### config.mk
export PLATFORM = sky130hd
export DESIGN_NAME = uart_rx_sipo
export DESIGN_NICKNAME = d
export VERILOG_FILES = /design/src/rtl/uart_pkg.sv /design/src/rtl/uart_sync2.sv /design/src/rtl/uart_rx_sipo.sv
export SDC_FILE = /design/constraint.sdc
export NUM_CORES = 1
export LEC_CHECK = 0
export CAP_MARGIN = 30
export CORE_UTILIZATION = 58
export CTS_CLUSTER_DIAMETER = 100
export DETAILED_ROUTE_END_ITERATION = 7
export PLACE_DENSITY = 0.9
export SYNTH_ARGS = -nofsm -noshare
export SYNTH_HDL_FRONTEND = slang
export SYNTH_SLANG_ARGS = --single-unit
export TNS_END_PERCENT = 30
### constraint.sdc
create_clock -name clk -period 2.55 [get_ports clk]
set_clock_uncertainty 0.1 [all_clocks]
set_input_delay 0.255 -clock clk [delete_from_list [all_inputs] [get_ports clk]]
set_output_delay 0.255 -clock clk [all_outputs]
set_load 0.01 [all_outputs]
### src/rtl/uart_pkg.sv
// Shared UART definitions: receiver state encoding and frame width.
// The transmit side sizes its shift register from the same DATA_BITS.
package uart_pkg;

  localparam int DATA_BITS = 8;

  typedef enum logic [2:0] {
    IDLE,
    START,
    DATA,
    STOP,
    WAIT_HI
  } state_t;

endpackage

### src/rtl/uart_sync2.sv
// Two-flop synchroniser for the async rx pin.
// Resets to 1 so a reset never looks like a start bit.
module uart_sync2 (
  input  logic clk,
  input  logic rst,
  input  logic d,
  output logic q
);

  logic meta;

  always_ff @(posedge clk) begin
    if (rst) begin
      meta <= 1'b1;
      q    <= 1'b1;
    end else begin
      meta <= d;
      q    <= meta;
    end
  end

endmodule

### src/rtl/uart_rx_sipo.sv
// Oversampling UART receiver: 8N1, LSB first, mid-bit sampling,
// one-cycle rx_valid / frame_err strobes.
module uart_rx_sipo
  import uart_pkg::*;
#(
  parameter int CLKS_PER_BIT = 16
) (
  input  logic       clk,
  input  logic       rst,
  input  logic       rx,
  output logic [7:0] rx_data,
  output logic       rx_valid,
  output logic       frame_err,
  output logic       busy
);

  localparam int HALF = CLKS_PER_BIT / 2;
  localparam int CW   = $clog2(CLKS_PER_BIT);

  localparam logic [CW-1:0] HALF_M1 = CW'(HALF - 1);
  localparam logic [CW-1:0] LAST    = CW'(CLKS_PER_BIT - 1);
  localparam logic [2:0]    TOP_BIT = 3'(DATA_BITS - 1);

  logic rx_s;

  state_t         state_q, state_d;
  logic [CW-1:0]  cnt_q, cnt_d;
  logic [2:0]     idx_q, idx_d;
  logic [7:0]     shreg_q, shreg_d;
  logic [7:0]     data_d;
  logic           valid_d;
  logic           err_d;

  uart_sync2 u_sync (
    .clk (clk),
    .rst (rst),
    .d   (rx),
    .q   (rx_s)
  );

  always_ff @(posedge clk) begin
    if (rst) begin
      state_q   <= IDLE;
      cnt_q     <= '0;
      idx_q     <= '0;
      shreg_q   <= '0;
      rx_data   <= '0;
      rx_valid  <= 1'b0;
      frame_err <= 1'b0;
    end else begin
      state_q   <= state_d;
      cnt_q     <= cnt_d;
      idx_q     <= idx_d;
      shreg_q   <= shreg_d;
      rx_data   <= data_d;
      rx_valid  <= valid_d;
      frame_err <= err_d;
    end
  end

  always_comb begin
    state_d = state_q;
    cnt_d   = cnt_q + 1'b1;
    idx_d   = idx_q;
    shreg_d = shreg_q;
    data_d  = rx_data;
    valid_d = 1'b0;
    err_d   = 1'b0;

    unique case (state_q)
      IDLE: begin
        cnt_d = '0;
        if (!rx_s) state_d = START;
      end
      START: begin
        if (cnt_q == HALF_M1) begin
          cnt_d = '0;
          idx_d = '0;
          // High at mid start bit means a glitch, not a frame
          state_d = rx_s ? IDLE : DATA;
        end
      end
      DATA: begin
        if (cnt_q == LAST) begin
          cnt_d          = '0;
          shreg_d[idx_q] = rx_s;
          idx_d          = idx_q + 3'd1;
          if (idx_q == TOP_BIT) state_d = STOP;
        end
      end
      STOP: begin
        if (cnt_q == LAST) begin
          cnt_d = '0;
          if (rx_s) begin
            data_d  = shreg_q;
            valid_d = 1'b1;
            state_d = IDLE;
          end else begin
            err_d   = 1'b1;
            state_d = WAIT_HI;
          end
        end
      end
      WAIT_HI: begin
        cnt_d = '0;
        if (rx_s) state_d = IDLE;
      end
      default: begin
        cnt_d   = '0;
        state_d = IDLE;
      end
    endcase
  end

  assign busy = (state_q != IDLE);

endmodule
# Word-level counts from Yosys, hierarchy flattened
# Index checks and enable logic that the tools add are counted.
# op_classes
mux	20
n_div	0
reduce_logical	10
n_addsub	2
multipliers	0
bitwise_logic	2
order_cmp	2
eq_ne	13
shifts	0
# ops
op	n
3-bit two-way mux	9
3-bit one-hot mux with 5 select lines	1
2-bit inequality test, second input constant	5
8-bit bitwise mux	1
4-bit two-way mux	2
4-bit one-hot mux with 2 select lines	1
3-bit by 2-bit == test with 1-bit output, second input constant	2
3-bit == test, second input constant	2
3-bit one-hot mux with 2 select lines	1
3-bit AND reduction	2
6-bit AND reduction	1
4-bit by 1-bit adder with 4-bit output, second input constant	1
4-bit by 3-bit == test with 1-bit output, second input constant	1
4-bit == test, second input constant	1
3-bit by 4-bit less-than comparator with 1-bit output, second input constant	1
3-bit by 1-bit adder with 3-bit output, second input constant	1
1-bit demux with 3-bit select	1
3-bit by 1-bit == test with 1-bit output, second input constant	1
3-bit by 1-bit >= comparator with 1-bit output, second input constant	1
3-bit logical NOT	1
1-bit two-way mux	3
3-bit nonzero test	1
3-bit OR reduction	1
2-bit two-way mux	1
other kinds (6)	7
# totals
ff_bits	30
romBits	0
memories	0
latchBits	0
out_inout_bits	11
ramBits	0

# Depth between registers and ports, before layout
# Gate-level depths: netlist of the first run.
# depth
word_depth	5
ltp_mapped	5

# By module
# A second synthesis of the first run with hierarchy kept.
# unflattened
cells_unflattened	144
hier_area_um2	1408.9
# modules_own_cells
module	cells_each	instances	seq_area_each_um2	area_per_inst_um2
uart_rx_sipo	140	1	560.5	1356.3
uart_sync2	4	1	40.0	52.6

# Worst setup path before layout of the first run
# No wires, ideal clock.
# synth_path
kind	register to register
start	register cnt_q[0]
end	register rx_data[3]
path_slack_ns	0.923
required_ns	2.332
period_less_slack_ns	1.627
stages_incl_launch_ff	6
arrival_time_ns	1.408
setup_ns	0.118
cell_sequence	dfxtp_1 > ha_1 > buf_4 > nand3_4 > or4b_4 > mux2i_1
# synth_via
elab_chain_len	2
# synth_rtl
element	line	rtl
from (decl)	uart_rx_sipo.sv:27	logic [CW-1:0] cnt_q, cnt_d;
from (signal assigned)	uart_rx_sipo.sv:52	cnt_q <= cnt_d;
4-bit == test	uart_rx_sipo.sv:92	if (cnt_q == LAST) begin
3-bit AND reduction (no source line)	n/a	
to (signal assigned)	uart_rx_sipo.sv:55	rx_data <= data_d;
to (decl)	uart_rx_sipo.sv:11	output logic [7:0] rx_data,
# No other way between the ends.
# A chain may end at the register's enable or synchronous reset.

# Worst setup path after layout of the first run
# layout_path
start	register state_q[2]
end	output busy
# layout_via
elab_chain_len	1
# layout_rtl
element	line	rtl
from (decl)	uart_rx_sipo.sv:26	state_t state_q, state_d;
from (signal assigned)	uart_rx_sipo.sv:51	state_q <= state_d;
3-bit nonzero test	uart_rx_sipo.sv:115	assign busy = (state_q != IDLE);
to (decl)	uart_rx_sipo.sv:14	output logic busy
# No other way between the ends.

==> results of run 1 <==
## worst register-to-register path, delay by kind of cell (launching register included)
| kind | cells | cell delay [ps] |
|---|---|---|
| AND/OR/NAND/NOR | 2 | 730 |
| flip-flops | 1 | 400 |
| adder cells (fa/ha/maj) | 1 | 390 |
| multiplexers | 1 | 260 |
## power groups by stage
stage | Clock [uW] | Combinational [uW] | Sequential [uW]
after floorplan | 0 | 25.6 | 484
after global placement | 0 | 30.1 | 486
after detailed placement | 0 | 31.2 | 487
after CTS | 298 | 31.3 | 476
after global routing | 324 | 34.1 | 476
final | 293 | 31.0 | 476
## metrics by stage
| stage | utilization, % | hold WS [ps] | worst slack [ps] |
|---|---|---|---|
| 2_1_floorplan | - | 259 | 923 |
| 3_3_place_gp | 67.7 | 292 | 736 |
| 3_5_place_dp | 67.7 | 299 | 623 |
| 4_1_cts | 70.4 | 325 | 513 |
| 5_1_grt | 70.4 | 346 | 451 |
| 6_report | 70.4 | 320 | 537 |
## registers in the layout, summed over array words and instances, names as in the netlist
signal	cells
rx_data	8
shreg_q	8
cnt_q	4
idx_q	3
state_q	3
frame_err	1
rx_valid	1
u_sync.meta	1
u_sync.q	1
## final cells by class
class	instances	area, sq um	share of cell area (%)
multi-input cells	93	731	46.1
clock buffers	7	55.1	3.47
clock inverters	1	5.00	0.315
repair buffers	15	145	9.15
well taps	28	35.0	2.21
flip-flops and latches	30	601	37.9
inverters	4	15.0	0.946
## logic make-up after synthesis
| logic type | share of synthesized area [%] |
|---|---|
| AOI/OAI and AO/OA | 7.09 |
| xor gates and xnor gates | 0.621 |
| adders and majority gates | 2.66 |
| buffers and inverters | 5.67 |
| DFF | 42.6 |
| muxes | 12.8 |
| and+or+nand+nor | 28.6 |
## Yosys cell counts
cell,instances
sky130_fd_sc_hd__or4b_4,1
sky130_fd_sc_hd__a41oi_1,1
sky130_fd_sc_hd__nand4_1,1
sky130_fd_sc_hd__or3_4,1
sky130_fd_sc_hd__o21ai_0,1
sky130_fd_sc_hd__o22ai_1,1
sky130_fd_sc_hd__or3b_4,1
sky130_fd_sc_hd__inv_1,4
sky130_fd_sc_hd__a22o_1,1
sky130_fd_sc_hd__or3b_1,1
sky130_fd_sc_hd__mux2i_1,18
sky130_fd_sc_hd__xnor2_1,1
sky130_fd_sc_hd__nor4b_4,1
sky130_fd_sc_hd__a311oi_1,1
sky130_fd_sc_hd__a211oi_1,1
sky130_fd_sc_hd__or2b_1,1
sky130_fd_sc_hd__nor4b_1,1
sky130_fd_sc_hd__buf_2,1
sky130_fd_sc_hd__nor4_1,2
sky130_fd_sc_hd__a21oi_1,1
sky130_fd_sc_hd__buf_6,2
sky130_fd_sc_hd__dfxtp_1,30
sky130_fd_sc_hd__or2_2,3
sky130_fd_sc_hd__nor3_1,8
sky130_fd_sc_hd__buf_4,3
sky130_fd_sc_hd__a2111oi_2,1
sky130_fd_sc_hd__nand4_4,1
sky130_fd_sc_hd__or3_1,2
sky130_fd_sc_hd__ha_1,3
sky130_fd_sc_hd__nor2_1,6
sky130_fd_sc_hd__nand2b_1,22
sky130_fd_sc_hd__nand2_1,6
sky130_fd_sc_hd__o221a_2,2
sky130_fd_sc_hd__a211oi_2,1
sky130_fd_sc_hd__nand3b_1,1
sky130_fd_sc_hd__clkbuf_1,4
sky130_fd_sc_hd__nand3_4,1
## cells in the final DEF (no fill, tap or decap), drive strengths merged, types with 2 or more instances in the layout
master and count:
a211oi 2, buf 2, clkbuf 7, clkdlybuf4s50 13, dfxtp 30, ha 3
inv 4, mux2i 18, nand2 6, nand2b 22, nand4 2, nor2 6
nor3 8, nor4 2, nor4b 2, o221a 2, or2 3, or3 3
or3b 2
## per-layer routing
layer	share of wire [%]	track usage, %	up-vias	routed length, um
li1	-	-	503	-
met1	45	24.9	479	1110
met2	48	36.0	29	1170
met3	4.5	9.82	8	109
met4	2.3	11.7	0	56
met5	0	0	-	0
## worst min path at each step
stage	slack, ps	to
2_1_floorplan	260	u_sync.meta
3_3_place_gp	290	u_sync.q
3_5_place_dp	300	u_sync.q
4_1_cts	320	u_sync.q
5_1_grt	350	u_sync.q
6_report	320	u_sync.q
==> results by group, run 1 <==
CTS
  – Resize count post-CTS: 0
  – Master cell of the clock root buffer: sky130_fd_sc_hd__clkbuf_4
  – Post-CTS Setup Bufs: 0
  – Worst skew pair latency: 330 ps
  – Total number of clock tree sinks: 30
  – Hold buffer count at cts: 0
  – CTS tree: yes
  – Depth of the CTS H-tree: 2
  – Number of buffers created by CTS: 5
  – CTS clk-pin slew, worst paths: 90 ps
  – Maximum clock insertion buffer count: 2

Worst setup path
  – Crit path kind: reg -> out
  – Worst Reg2Reg Path Length in Cells: 4
  – Series of cell instances along the critical path: or3_1, clkdlybuf4s50_1
  – Endpoint class of the critical path: output port
  – Startpoint class of the critical path: register
  – Top delay family on crit path: buffers and inverters
  – Arrival time reported for the critical path endpoint: 1660 ps
  – Startpoint of the worst-slack reg-to-reg timing path: cnt_q[0]
  – Delay of the slowest cell on the worst path: 480 ps
  – Worst Path Required: 2190 ps
  – Slowest CP cell: sky130_fd_sc_hd__clkdlybuf4s50_1
  – Reg-to-reg endpoint: rx_data[7]
  – CP endpoint: busy
  – Top fanout value on the critical path: 11
  – Path length in cells of the critical path: 2
  – Buffer and inverter count on the worst path: 1
  – Minimum setup slack among reg-to-reg paths: 600 ps
  – Source of the critical timing path: state_q[2]

Logic synthesis
  – Sequential element share of the synthesized area: 42.6%
  – Number of storage elements in the synthesis netlist: 30
  – Proportion of netlist area held by the largest area contributor: 42.6%
  – Synthesized net count: 143
  – Count of synthesis-stage warnings from yosys: 0
  – Cell types occupying the most area after synthesis: sky130_fd_sc_hd__dfxtp_1, sky130_fd_sc_hd__mux2i_1, sky130_fd_sc_hd__nand2b_1
  – Count of different cell masters after synthesis: 37
  – Post-synth design cell area: about 0.0014 sq mm
  – Number of instances in the synthesized netlist: 137
  – Per-instance average area after synthesis: between 10 and 15 sq um
  – Cell taking the most area after synthesis: sky130_fd_sc_hd__dfxtp_1

Power and ir drop
  – Total net switching power: 177 uW
  – Switching fraction of total power: ~22%
  – Sequential power share: 59.5%
  – Clock share of power: 36.6%
  – Worst voltage drop across the vdd grid: a little under 0.0006 V
  – Leakage power: 0.000539 uW
  – Overall power consumption: 799 uW
  – Power share of the combinational group: 3.9%
  – Power density over the cells: 504 mW/mm^2
  – Cell Int Power: 622 uW

Cells and area
  – Non-filler instance count after layout: ~180
  – Fill cell instance count of the final layout: 176
  – Fraction of layout cells with a size suffix above 1: 14.7%
  – Antenna fix cells: 0
  – Cell area after layout: 0.00159 sq mm
  – Number of nets in the finished design: approximately 160
  – Area grow syn2layout: 12.4%

Global routing
  – Pin count of the biggest net entering global routing: 18
  – All-Layer GR Usage: 22.4%
  – Overflow left after global routing: 0
  – Global-route wire length before repair: 4140 um
  – Via count of the first global-routing pass: 974
  – Number of antenna violations at the first check in global routing: 0

Placed design
  – Hpwl dp: 1780 um
  – Buffers on Ports: 13
  – Total placed cells including tap cells: 170
  – Cell area reported after detailed placement: between 0.0015 and 0.002 sq mm
  – Placer's final routability congestion estimate: ~0.84

Routing
  – Routed wire per std cell: ~14 um
  – DRT Pass-1 Iters: 5
  – Vias after detailed routing: just over 1000
  – Antenna viol nets, final: 0
  – Wire length reported by the detailed router: 2450 um
  – Via-per-instance ratio: between 5 and 6
  – Number of remaining DRC errors: 0
  – DR iter-0 viols: 15

Timing
  – Final number of hold-violating endpoints: 0
  – Unrepaired setup endpoints after global routing: false
  – Final number of max-transition violations: 0
  – Achievable clock frequency: 0.497 GHz
  – Final setup fails: 0
  – Clock period minus worst slack: just over 2000 ps
  – Final setup TNS: 0 ps
  – Slew of the pin with the lowest slew margin: around 680 ps
  – Worst slew slack as a fraction of its limit: a little over half
  – Fin crit share: just under 80%

Run
  – MaxCap Viol Count: 0

Floorplanning
  – Placement row count: 17
  – Effective utilization at floorplan: 62.6%
  – Die Span Y: 51.3 um
  – Overall die area: 0.00263 sq mm
  – Area of the core: 0.00225 sq mm
  – Boundary Pins: 14
  – Die boundary width: between 50 and 60 um

Worst hold path
  – Hold path startpoint: u_sync.meta
  – Type of the worst min-delay path: reg -> reg
  – Worst hold path cell count: 1

Outcome
  – Status: completed
(Power assumes the default switching activity.)
==> inputs of run 2 (changes only) <==
CORE_UTILIZATION = 55   (was 58)
PLACE_DENSITY = 0.86   (was 0.9)
clock period = 1.9 ns   (was 2.55 ns; I/O delays follow)
==> run 2 against run 1 <==
Net effect:
- flip-flop and latch count stayed put
- via count is 0.20% lower
- sequential power is 34% higher
- die area is 5.2% higher
- worst setup slack worse by 370 ps
- hold slack worse by 6.2 ps
- critical path type is now reg -> reg
==> results by group, run 2 (same netlist as run 1, synthesis figures left out) <==
Placed design
  – Total placed cells including tap cells: 171 (was 170)
  – Post-Place Worst Slack: 78.9 ps (was 623 ps)
  – Hpwl dp: 1820 um (was 1780 um)
  – Buffers on Ports: 13 (unchanged)
  – Placer's final routability congestion estimate: 0.796 (was 0.844)

Timing
  – Achievable clock frequency: 0.576 GHz
  – Final number of max-transition violations: 0 (unchanged)
  – Final setup TNS: 0 ps (unchanged)
  – Worst slew slack as a fraction of its limit: 66.1% (was 53.7%)
  – Post-route worst setup slack: 164 ps (was 537 ps)
  – Final number of hold-violating endpoints: 0 (unchanged)
  – Slew of the pin with the lowest slew margin: 501 ps (was 685 ps)
  – Fin crit share: 91.4%
  – Unrepaired setup endpoints after global routing: false (unchanged)
  – Final setup fails: 0 (unchanged)
  – Clock period minus worst slack: 1740 ps

Worst setup path
  – Top delay family on crit path: simple AND/OR/NAND/NOR gates (was buffers and inverters)
  – Buffer and inverter count on the worst path: 0 (was 1)
  – Worst Path Required: 2030 ps (was 2190 ps)
  – Endpoint class of the critical path: register (was output port)
  – Delay of the slowest cell on the worst path: 560 ps (was 480 ps)
  – Startpoint class of the critical path: register (unchanged)
  – Slowest CP cell: sky130_fd_sc_hd__or4b_4 (was sky130_fd_sc_hd__clkdlybuf4s50_1)
  – Crit path kind: reg -> reg (was reg -> out)
  – Arrival time reported for the critical path endpoint: 1860 ps (was 1660 ps)
  – Top fanout value on the critical path: 7 (was 11)
  – Series of cell instances along the critical path: ha_2, nand3_4, or4b_4, mux2i_1 (was or3_1, clkdlybuf4s50_1)

Floorplanning
  – Overall die area: 0.00277 sq mm (was 0.00263 sq mm)
  – Effective utilization at floorplan: 60.9% (was 62.6%)
  – Die Span Y: 52.7 um (was 51.3 um)
  – Placement row count: 17 (unchanged)
  – Die boundary width: 52.7 um (was 51.3 um)
  – Area of the core: 0.00232 sq mm (was 0.00225 sq mm)
  – Boundary Pins: 14 (unchanged)

Routing
  – Vias after detailed routing: 1017 (was 1019)
  – Wire length reported by the detailed router: 2550 um (was 2450 um)
  – Number of remaining DRC errors: 0 (unchanged)
  – DRT Pass-1 Iters: 4 (was 5)
  – DR iter-0 viols: 18 (was 15)
  – Met3 WL: 120 um (was 109 um)
  – Met1 wire length: 1160 um (was 1110 um)
  – Wire length on met2: 1230 um (was 1170 um)
  – Antenna viol nets, final: 0 (unchanged)
  – Routed wire per std cell: 14.3 um (was 13.7 um)
  – Via-per-instance ratio: 5.71 (was 5.72)
  – Highest metal layer with signal wires: met4 (unchanged)

Cells and area
  – Antenna fix cells: 0 (unchanged)
  – Leading cell types in the layout, fill and taps excluded: sky130_fd_sc_hd__dfxtp_1, sky130_fd_sc_hd__nand2b_1, sky130_fd_sc_hd__mux2i_1, sky130_fd_sc_hd__clkdlybuf4s50_1, sky130_fd_sc_hd__nor3_1 (unchanged)
  – Fill cell instance count of the final layout: 186 (was 176)
  – Non-filler instance count after layout: 178 (unchanged)
  – Number of nets in the finished design: 156 (was 155)
  – Area grow syn2layout: 15.1% (was 12.4%)
  – Fraction of layout cells with a size suffix above 1: 18.0% (was 14.7%)
  – Commonest non-fill, non-tap cell in the layout: sky130_fd_sc_hd__dfxtp_1 (unchanged)
  – Multi-input gate area: 733 sq um (was 731 sq um)
  – Registers with the highest flip-flop counts: rx_data x8, shreg_q x8, cnt_q x4 (unchanged)
  – Sequential cell area: 604 sq um (was 601 sq um)

Global routing
  – Number of antenna violations at the first check in global routing: 0 (unchanged)
  – Via count of the first global-routing pass: 956 (was 974)
  – Global-route wire length before repair: 4310 um (was 4140 um)
  – All-Layer GR Usage: 22.3% (was 22.4%)
  – Overflow left after global routing: 0 (unchanged)
  – Pin count of the biggest net entering global routing: 20 (was 18)

Power and ir drop
  – Worst voltage drop across the vdd grid: 0.000693 V (was 0.000590 V)
  – Leakage power: 0.000568 uW (was 0.000539 uW)
  – Overall power consumption: 1200 uW (was 799 uW)
  – Power density over the cells: 742 mW/mm^2 (was 504 mW/mm^2)

CTS
  – Master cell of the clock root buffer: sky130_fd_sc_hd__clkbuf_4 (unchanged)
  – Worst skew pair latency: 330 ps (about the same)
  – Depth of the CTS H-tree: 2 (unchanged)
  – CTS clk-pin slew, worst paths: 90 ps (about the same)
  – CTS tree: yes (unchanged)
  – Total number of clock tree sinks: 30 (unchanged)
  – Maximum clock insertion buffer count: 2 (unchanged)
  – Number of buffers created by CTS: 5 (unchanged)
  – Hold buffer count at cts: 0 (unchanged)
  – Post-CTS Setup Bufs: 0 (unchanged)

Run
  – MaxCap Viol Count: 0 (unchanged)

Worst hold path
  – Type of the worst min-delay path: in -> reg (was reg -> reg)

Outcome
  – Status: completed (unchanged)
## run 2: cell types whose count changed in the layout (fill, tap and decap cells not counted), sizes merged
cell / before / now
clkdlybuf4s50: 13 / 12
dlymetal6s2s: 0 / 1
clkinv: 1 / 0
buf: 2 / 3
clkbuf: 7 / 6
bufinv: 0 / 1
## run 2: routing by layer
| metal | vias up | track usage (%) |
|---|---|---|
| met5 | - | 0 |
| met4 | 0 | 9.21 |
| met3 | 5 | 8.99 |
| met2 | 23 | 35.0 |
| met1 | 482 | 26.8 |
| li1 | 507 | - |
## run 2: final cells by class
cell class | count | share of cell area, %
sequential | 30 | 37.2
clock buffer | 6 | 3.16
clock inverter | 1 | 1.85
multi-input combinational | 93 | 45.1
tap | 28 | 2.16
timing repair buffer | 16 | 9.55
inverter | 4 | 0.924
## run 2: worst register-to-register path, cell delays in order, from the launching register on
cell and delay (ps):
sky130_fd_sc_hd__dfxtp_1 390, sky130_fd_sc_hd__ha_2 320, sky130_fd_sc_hd__nand3_4 130, sky130_fd_sc_hd__or4b_4 560, sky130_fd_sc_hd__mux2i_1 130
## run 2: stage by stage
| stage | util, % | hold slack (ps) | instance area (sq um) |
|---|---|---|---|
| 2_1_floorplan | - | 194 | 1410 |
| 4_1_cts | 69.8 | 301 | 1620 |
| 3_3_place_gp | 66.2 | 295 | 1530 |
| 5_1_grt | 70.0 | 310 | 1620 |
| 3_5_place_dp | 66.2 | 308 | 1530 |
| 6_report | 70.0 | 313 | 1620 |
## run 2: timing repair
item	4_1_cts	5_1_grt
pin swaps	0	0
resized for setup	3	2
endpoints found under the setup margin	1	6
## run 2: power by group
group	switching [uW]	internal, uW
Clock	219	306
Sequential	6.73	632
Combinational	17.2	24.0
## run 2: path summary, 6_finish.rpt
check	depth (start not counted)	from	slack, ps	endpoint
worst min-delay path	2	rx	310	u_sync.meta
worst min register to register	1	u_sync.meta	330	u_sync.q
worst max register to register	4	cnt_q[0]	160	rx_data[3]
worst max-delay path	4	cnt_q[0]	160	rx_data[3]
==> inputs of run 3 (changes only) <==
CORE_ASPECT_RATIO = 2   (was not set)
CORE_UTILIZATION = 45   (was 55)
PLACE_DENSITY = 0.74   (was 0.86)
==> run 3 against run 2 <==
Net effect:
- worst setup slack worse by 83 ps
- critical path depth fell by 2
- largest cell class unchanged
- routed wire length is 5.5% higher
- critical endpoint is now busy
- sequential share of layout area down 0.45 points
- critical path type is now reg -> out
==> results by group, run 3 (same netlist as run 1, synthesis figures left out) <==
CTS
  – CTS clk-pin slew, worst paths: 60 ps (was 90 ps)
  – Master cell of the clock root buffer: sky130_fd_sc_hd__clkbuf_8 (was sky130_fd_sc_hd__clkbuf_4)
  – Number of buffers created by CTS: 5 (unchanged)
  – Hold buffer count at cts: 0 (unchanged)
  – Depth of the CTS H-tree: 2 (unchanged)
  – Worst skew pair latency: 290 ps (was 330 ps)
  – CTS tree: yes (unchanged)
  – Resize count post-CTS: 1 (was 3)
  – Maximum clock insertion buffer count: 2 (unchanged)
  – Post-CTS Setup Bufs: 0 (unchanged)
  – Total number of clock tree sinks: 30 (unchanged)

Worst hold path
  – Worst hold path cell count: 1 (was 2)
  – Hold path startpoint: u_sync.meta (was rx)
  – Capture endpoint of the worst hold path: u_sync.q (was u_sync.meta)
  – Type of the worst min-delay path: reg -> reg (was in -> reg)

Worst setup path
  – Startpoint of the worst-slack reg-to-reg timing path: cnt_q[0] (unchanged)
  – Endpoint class of the critical path: output port (was register)
  – Worst Path Required: 1610 ps (was 2030 ps)
  – Crit path kind: reg -> out (was reg -> reg)
  – Minimum setup slack among reg-to-reg paths: 140 ps (was 160 ps)
  – Startpoint class of the critical path: register (unchanged)
  – Worst Reg2Reg Path Length in Cells: 4 (unchanged)
  – Arrival time reported for the critical path endpoint: 1530 ps (was 1860 ps)
  – Top fanout value on the critical path: 11 (was 7)
  – Reg-to-reg endpoint: rx_data[3] (unchanged)

Floorplanning
  – Area of the core: 0.00298 sq mm (was 0.00232 sq mm)
  – Overall die area: 0.00338 sq mm (was 0.00277 sq mm)
  – Die Span Y: 81.2 um (was 52.7 um)
  – Boundary Pins: 14 (unchanged)
  – Placement row count: 28 (was 17)
  – Effective utilization at floorplan: 47.4% (was 60.9%)
  – Die boundary width: 41.6 um (was 52.7 um)

Placed design
  – Post-Place Worst Slack: 52.7 ps (was 78.9 ps)
  – Total placed cells including tap cells: 174 (was 171)
  – Cell area reported after detailed placement: 0.00154 sq mm (was 0.00153 sq mm)
  – Placer's final routability congestion estimate: 0.845 (was 0.796)
  – Buffers on Ports: 13 (unchanged)
  – Hpwl dp: 2020 um (was 1820 um)

Cells and area
  – Fraction of layout cells with a size suffix above 1: 17.8% (was 18.0%)
  – Registers with the highest flip-flop counts: rx_data x8, shreg_q x8, cnt_q x4 (unchanged)
  – Fill cell instance count of the final layout: 258 (was 186)
  – Sequential cell area: 603 sq um (was 604 sq um)
  – Commonest non-fill, non-tap cell in the layout: sky130_fd_sc_hd__dfxtp_1 (unchanged)
  – Non-filler instance count after layout: 182 (was 178)
  – Multi-input gate area: 733 sq um (unchanged)
  – Util after Layout: 55.1% (was 70.0%)
  – Cell area after layout: 0.00164 sq mm (was 0.00162 sq mm)
  – Antenna fix cells: 0 (unchanged)
  – Number of nets in the finished design: 157 (was 156)
  – Area grow syn2layout: 16.2% (was 15.1%)
  – Leading cell types in the layout, fill and taps excluded: sky130_fd_sc_hd__dfxtp_1, sky130_fd_sc_hd__nand2b_1, sky130_fd_sc_hd__mux2i_1, sky130_fd_sc_hd__clkdlybuf4s50_1, sky130_fd_sc_hd__nor3_1 (unchanged)

Timing
  – Fin crit share: 95.7% (was 91.4%)
  – Post-route worst setup slack: 81.5 ps (was 164 ps)
  – Final setup fails: 0 (unchanged)
  – Final setup TNS: 0 ps (unchanged)
  – Worst slew slack as a fraction of its limit: 72.3% (was 66.1%)
  – Clock period minus worst slack: 1820 ps (was 1740 ps)
  – Achievable clock frequency: 0.550 GHz (was 0.576 GHz)
  – Final number of hold-violating endpoints: 0 (unchanged)
  – Slew of the pin with the lowest slew margin: 411 ps (was 501 ps)
  – Final number of max-transition violations: 0 (unchanged)
  – Unrepaired setup endpoints after global routing: false (unchanged)

Routing
  – Via-per-instance ratio: 5.57 (was 5.71)
  – Vias after detailed routing: 1013 (was 1017)
  – DR iter-0 viols: 10 (was 18)
  – Number of remaining DRC errors: 0 (unchanged)
  – Wire length reported by the detailed router: 2690 um (was 2550 um)
  – DRT Pass-1 Iters: 4 (unchanged)
  – Routed wire per std cell: 14.8 um (was 14.3 um)
  – Antenna viol nets, final: 0 (unchanged)

Run
  – MaxCap Viol Count: 0 (unchanged)

Global routing
  – Pin count of the biggest net entering global routing: 21 (was 20)
  – Number of antenna violations at the first check in global routing: 0 (unchanged)
  – All-Layer GR Usage: 18.0% (was 22.3%)
  – Global-route wire length before repair: 4390 um (was 4310 um)
  – Overflow left after global routing: 0 (unchanged)
  – Via count of the first global-routing pass: 990 (was 956)

Outcome
  – Status: completed (unchanged)

Power and ir drop
  – Worst voltage drop across the vdd grid: 0.000643 V (was 0.000693 V)
  – Power density over the cells: 735 mW/mm^2 (was 742 mW/mm^2)
  – Leakage power: 0.000561 uW (was 0.000568 uW)
run 3: cell type report:
type / instances / area share, %
Inverter: 4 / 0.915
Timing Repair Buffer: 17 / 9.76
Clock buffer: 7 / 5.26
Clock inverter: 1 / 0.305
Tap cell: 30 / 2.29
Multi-Input combinational cell: 93 / 44.7
Sequential cell: 30 / 36.8
run 3: layer usage:
metal	routed length, um	vias to the layer above	global-route usage [%]
met3	76	7	4.89
met5	0	-	0
met4	88	0	13.9
met2	1560	14	33.9
met1	966	486	15.2
li1	-	506	-
run 3: worst max path at each step:
stage,from,to,slack (ps),cells after the start
6_report,state_q[0],busy,80,2
3_5_place_dp,cnt_q[0],rx_data[3],50,4
2_1_floorplan,cnt_q[0],rx_data[3],270,5
5_1_grt,state_q[0],busy,30,2
3_3_place_gp,cnt_q[0],rx_data[4],110,4
4_1_cts,state_q[1],busy,30,2
run 3: stage by stage:
| stage | hold WS, ps | power (uW) |
|---|---|---|
| floorplan | 194 | 684 |
| global placement | 292 | 693 |
| detailed placement | 297 | 694 |
| CTS | 304 | 1220 |
| global route | 331 | 1240 |
| finish | 299 | 1210 |
run 3: power by group:
part | switching (uW) | internal [uW]
Combinational | 17.3 | 23.0
Clock | 235 | 291
Sequential | 6.82 | 633
Total | 259 | 948
run 3: critical path, stage by stage, from the launching register on:
cell,delay [ps]
sky130_fd_sc_hd__dfxtp_2,390
sky130_fd_sc_hd__or3_1,380
sky130_fd_sc_hd__clkdlybuf4s50_1,480
